**src/rtl/adler32_sequencer.sv**
```systemverilog
// Adler-32 checksum sequencer: one shared mod-add unit time-shared between the A and B sums.
// Optional `ADLER_ABORT_EN adds an abort input that drops the current message.
module adler32_sequencer #(
  parameter int unsigned MOD    = 65521,
  parameter int unsigned INIT_A = 1
) (
  input  logic        clk,
  input  logic        rst,
`ifdef ADLER_ABORT_EN
  input  logic        abort,
`endif
  input  logic        start,
  input  logic        in_valid,
  input  logic [7:0]  in_data,
  input  logic        in_last,
  output logic        in_ready,
  output logic        busy,
  output logic        sum_valid,
  output logic [31:0] checksum
);

  localparam int unsigned SUM_W = 16;
  localparam logic [SUM_W:0] MOD_X = (SUM_W + 1)'(MOD);

  localparam logic [2:0] S_IDLE  = 3'd0;
  localparam logic [2:0] S_WAIT  = 3'd1;
  localparam logic [2:0] S_ADD_A = 3'd2;
  localparam logic [2:0] S_ADD_B = 3'd3;
  localparam logic [2:0] S_DONE  = 3'd4;

  logic [2:0]       state, state_next;
  logic [SUM_W-1:0] a, a_next, b, b_next;
  logic [7:0]       byte_q, byte_next;
  logic             last_q, last_next;
  logic [31:0]      checksum_next;

  logic [SUM_W-1:0] mod_s_c, mod_x_c, mod_r_c;
  logic [SUM_W:0]   mod_sum_c;

  // Shared modular adder; operand mux selects the A or B update
  always_comb begin
    if (state == S_ADD_A) begin
      mod_s_c = a;
      mod_x_c = {8'd0, byte_q};
    end else begin
      mod_s_c = b;
      mod_x_c = a;
    end
    mod_sum_c = {1'b0, mod_s_c} + {1'b0, mod_x_c};
    mod_r_c   = SUM_W'((mod_sum_c >= MOD_X) ? (mod_sum_c - MOD_X) : mod_sum_c);
  end

  // Next-state and datapath control
  always_comb begin
    state_next    = state;
    a_next        = a;
    b_next        = b;
    byte_next     = byte_q;
    last_next     = last_q;
    checksum_next = checksum;
    case (state)
      S_IDLE: begin
        if (start) begin
          a_next        = SUM_W'(INIT_A);
          b_next        = '0;
          checksum_next = '0;
          state_next    = S_WAIT;
        end
      end
      S_WAIT: begin
        if (in_valid && in_ready) begin
          byte_next  = in_data;
          last_next  = in_last;
          state_next = S_ADD_A;
        end
      end
      S_ADD_A: begin
        a_next     = mod_r_c;
        state_next = S_ADD_B;
      end
      S_ADD_B: begin
        b_next = mod_r_c;
        if (last_q) begin
          checksum_next = {mod_r_c, a};
          state_next    = S_DONE;
        end else begin
          state_next = S_WAIT;
        end
      end
      S_DONE:  state_next = S_IDLE;
      default: state_next = S_IDLE;
    endcase
`ifdef ADLER_ABORT_EN
    if (abort && (state != S_IDLE)) begin
      state_next    = S_IDLE;
      checksum_next = checksum;
    end
`endif
  end

  // State, sums and registered output decodes
  always_ff @(posedge clk) begin
    if (rst) begin
      state     <= S_IDLE;
      a         <= SUM_W'(INIT_A);
      b         <= '0;
      byte_q    <= '0;
      last_q    <= 1'b0;
      checksum  <= '0;
      in_ready  <= 1'b0;
      busy      <= 1'b0;
      sum_valid <= 1'b0;
    end else begin
      state     <= state_next;
      a         <= a_next;
      b         <= b_next;
      byte_q    <= byte_next;
      last_q    <= last_next;
      checksum  <= checksum_next;
      in_ready  <= (state_next == S_WAIT);
      busy      <= (state_next != S_IDLE);
      sum_valid <= (state_next == S_DONE);
    end
  end

endmodule

```
**config.mk**
```make
export PLATFORM = sky130hd
export DESIGN_NAME = adler32_sequencer
export DESIGN_NICKNAME = d
export VERILOG_FILES = /design/src/rtl/adler32_sequencer.sv
export SDC_FILE = /design/constraint.sdc
export NUM_CORES = 1
export LEC_CHECK = 0
export BUFFER_PORTS_ARGS = -buffer_cell sky130_fd_sc_hd__buf_2
export CAP_MARGIN = 10
export CORE_MARGIN = 5
export CORE_UTILIZATION = 54
export CTS_CLUSTER_SIZE = 12
export DETAILED_ROUTE_END_ITERATION = 8
export GPL_ROUTABILITY_DRIVEN = 0
export PLACE_DENSITY_LB_ADDON = 0.1
export SKIP_LAST_GASP = 1
export SLEW_MARGIN = 20
export SYNTH_ARGS = -nofsm -noshare
export SYNTH_HDL_FRONTEND = slang
export SYNTH_SLANG_ARGS = --single-unit
```
**constraint.sdc**
```tcl
create_clock -name clk -period 5 [get_ports clk]
set_clock_uncertainty 0.2 [all_clocks]
set_input_delay 1 -clock clk [delete_from_list [all_inputs] [get_ports clk]]
set_output_delay 1 -clock clk [all_outputs]
set_load 0.005 [all_outputs]
```
==> metrics.yaml <==
clock_network:
  clockRootBuffer: "clkbuf_8"
  clkLatencyLatePin_ns: 0.35
  cts.sinks: 79
  hold_buffers: 0
  cts_tree: "done"
  cts_max_level: 3
  cts_buffers: 9
  clock_path_buffers: 2
  clk_pin_slew_ns: 0.08
synth:
  synth_top_cell_by_area: "dfxtp_1"
  syn_inst: 530
  syn-num-nets: 562
  ys_types: 74
  yosys-top-cells-area: "dfxtp_1 (35%), mux2_2 (6.2%), ha_1 (4.9%)"
  seq_area_frac_synth: 0.3459
  synth_common_cells: "dfxtp_1 (79), nand2_1 (56), nor2_1 (40)"
  synth_seq_cells: 79
  synth_edf_count: 0
  yosysMostFrequentCell: "dfxtp_1"
  synth_area_um2: 4572
  synth_warnings: 0
  synth_top_area_share: 0.3459
  synth_flop_cell: "dfxtp_1"
  async_reset_ff_frac: 0
  synth_area_per_cell_um2: 8.626
sta:
  slew_violations: 0
  setup_tns_ns: 0
  period_needed_ns: 4.727
  whs_ns: 0.2497
  hold_viol: 0
  grt_setup_unrepaired: "false"
  min_period_over_period: 0.9453
  fmax_mhz: 211.6
  tightest_slew_ns: 1.014
  setup_viol_count_final: 0
  relSlewSlack: 0.3215
power_and_ir_drop:
  clockPowerShare: 0.435
  ir_worst_vdd_mv: 0.1125
  pwr-share-seq: 0.508
  total_leakage_power_nw: 2.161
  swShare: 0.2297
  power_density_nw_per_um2: 242.8
  p_sw_uw: 288.8
  p_comb_frac: 0.057
  p_int_uw: 968.7
  finalPower_mw: 1.258
floorplanning:
  die_area_um2: 10410
  initial_core_util: 0.5564
  fp-row-count: 33
  io_pins: 48
  coreArea_um2: 8217
  die_w_um: 102.0
  fp.dieH_um: 102.0
worst_setup_path:
  critPathRequiredTime_ns: 5.04
  worstPathArrival_ns: 4.77
  worstPathMaxFanout: 11
  cpPeakStageDelay_ns: 0.52
  path_cells: "nor3b_4 > buf_4 > mux2_2 > fa_1 > a211oi_4 > nor2_2 > or4_1 > o311ai_1 > a32oi_1 > and4b_2 > buf_4 > a31o_2 > nand3_1 > a32o_1"
  end_kind: "register"
  r2r_cells: 14
  path_class: "register to register"
  crit_path_frequent_cell: "buf_4"
  reg2reg_slack_ns: 0.27
  cp-start-kind: "register"
  slowest_stage: "fa_1"
routing:
  ant_nets: 0
  viasPerCell: 6.082
  firstDrtPassIters: 5
  wl_per_cell_um: 17.66
  vias: 4142
  drt-total-wl_um: 12020
  drc: 0
  drt_iter0_markers: 327
global_routing:
  track_usage: 0.2337
  grt_use_met1: 0.3513
  grt_antenna_before_repair: 0
  busiest_layer: "met1"
  use_met2: 0.3478
  use_met3: 0.03686
  grt_overflow: 0
  grt_first_pass_wirelength_um: 19350
  grt_max_degree: 36
  first_global_vias: 3731
hold_path:
  min_path_cells: 2
  min_path_type: "register to register"
placement:
  dpl_cell_area_um2: 4921
  port-buffer-count: 47
  place_hpwl_um: 9046
final_layout:
  area_growth_syn_to_layout_pct: 13.30
  fin_area_um2: 5180
  drive_above_1_share: 0.2205
  layout.nets: 603
  n_antenna_cell: 0
outcome:
  status: "finished, final reports clean"
flow_run:
  drv_cap: 0
kinds of logic after synthesis:
logic type,synth area share
multiplexers,0.09442
XOR/XNOR,0.03394
AND/OR/NAND/NOR,0.2025
flip-flops,0.3459
buffers and inverters,0.03722
adder cells (fa/ha/maj),0.05364
AO/OA/AOI/OAI,0.2324
sequential cells by signal (all words and copies together) (netlist names):
signal / cells
state: 3
checksum: 32
in_ready: 1
b: 16
busy: 1
last_q: 1
sum_valid: 1
byte_q: 8
a: 16
cells in the final DEF, fill, tap and decap left out, types with 3 or more instances in the layout:
master / n
nor2b_1: 11
buf_2: 47
nor2_1: 38
o21ai_0: 29
o31ai_1: 5
mux2i_1: 14
clkbuf_8: 11
a22oi_1: 3
nand4b_1: 3
or2_2: 3
ha_1: 18
inv_1: 7
xor2_1: 5
nand2_1: 56
o211ai_1: 4
and3_1: 5
nand3_1: 25
a32o_1: 5
xnor2_2: 3
o21a_1: 3
or3_1: 5
a22o_1: 14
nand2b_1: 7
o221ai_1: 3
nor2_2: 3
a31oi_1: 4
buf_4: 15
mux2_2: 25
and2_1: 5
xnor2_1: 8
a21oi_1: 33
nand4_1: 5
dfxtp_1: 79
nor3_1: 14
a21o_1: 10
per-stage QoR:
step,cells,worst slack (ns),util
finish,681,0.2733,0.6304
global route,681,0.02265,0.6304
CTS,681,0.2297,0.6271
global placement,665,0.3760,0.5983
floorplan,530,0.2305,-
detailed placement,665,0.2475,0.5989
repair_timing:
item,CTS,global route
endpoints found under the setup margin,0,24
setup buffers,0,0
gates resized for setup,0,6
layer usage:
metal,wire length (um),up-vias,share of wire
met2,5209,129,0.43
met3,812,19,0.068
met1,5863,1956,0.49
met4,138,0,0.011
li1,-,2038,-
met5,0,-,0
worst paths after layout:
kind / startpoint / to
worst max register to register: state[1] / checksum[18]
worst min register to register: checksum[1] / checksum[1]
worst max-delay path: state[1] / checksum[18]
worst min-delay path: checksum[1] / checksum[1]
critical path: cells and delay by family, from the launching register on:
family / cells / cell delay [ns]
simple gates: 5 / 1.48
fa+ha+maj: 1 / 0.52
compound gates: 5 / 1.13
buf+inv: 2 / 0.43
flops: 1 / 0.47
mux: 1 / 0.39
power by group through the flow:
stage / logic [mW] / registers, mW / clock network (mW)
finish: 0.0718 / 0.639 / 0.547
global route: 0.0795 / 0.640 / 0.578
CTS: 0.0709 / 0.639 / 0.552
detailed placement: 0.0706 / 0.654 / 0
global placement: 0.0683 / 0.653 / 0
floorplan: 0.0508 / 0.651 / 0
area by class of cell:
class / count / area (um2)
fillers: 733 / 3037
well taps: 105 / 131.4
flip-flops and latches: 79 / 1582
inverters: 8 / 30.03
clock inverters: 4 / 76.32
repair buffers: 62 / 347.8
multi-input cells: 411 / 2858
clock buffers: 12 / 155.1
No activity file was read; power rests on OpenSTA's default activity.
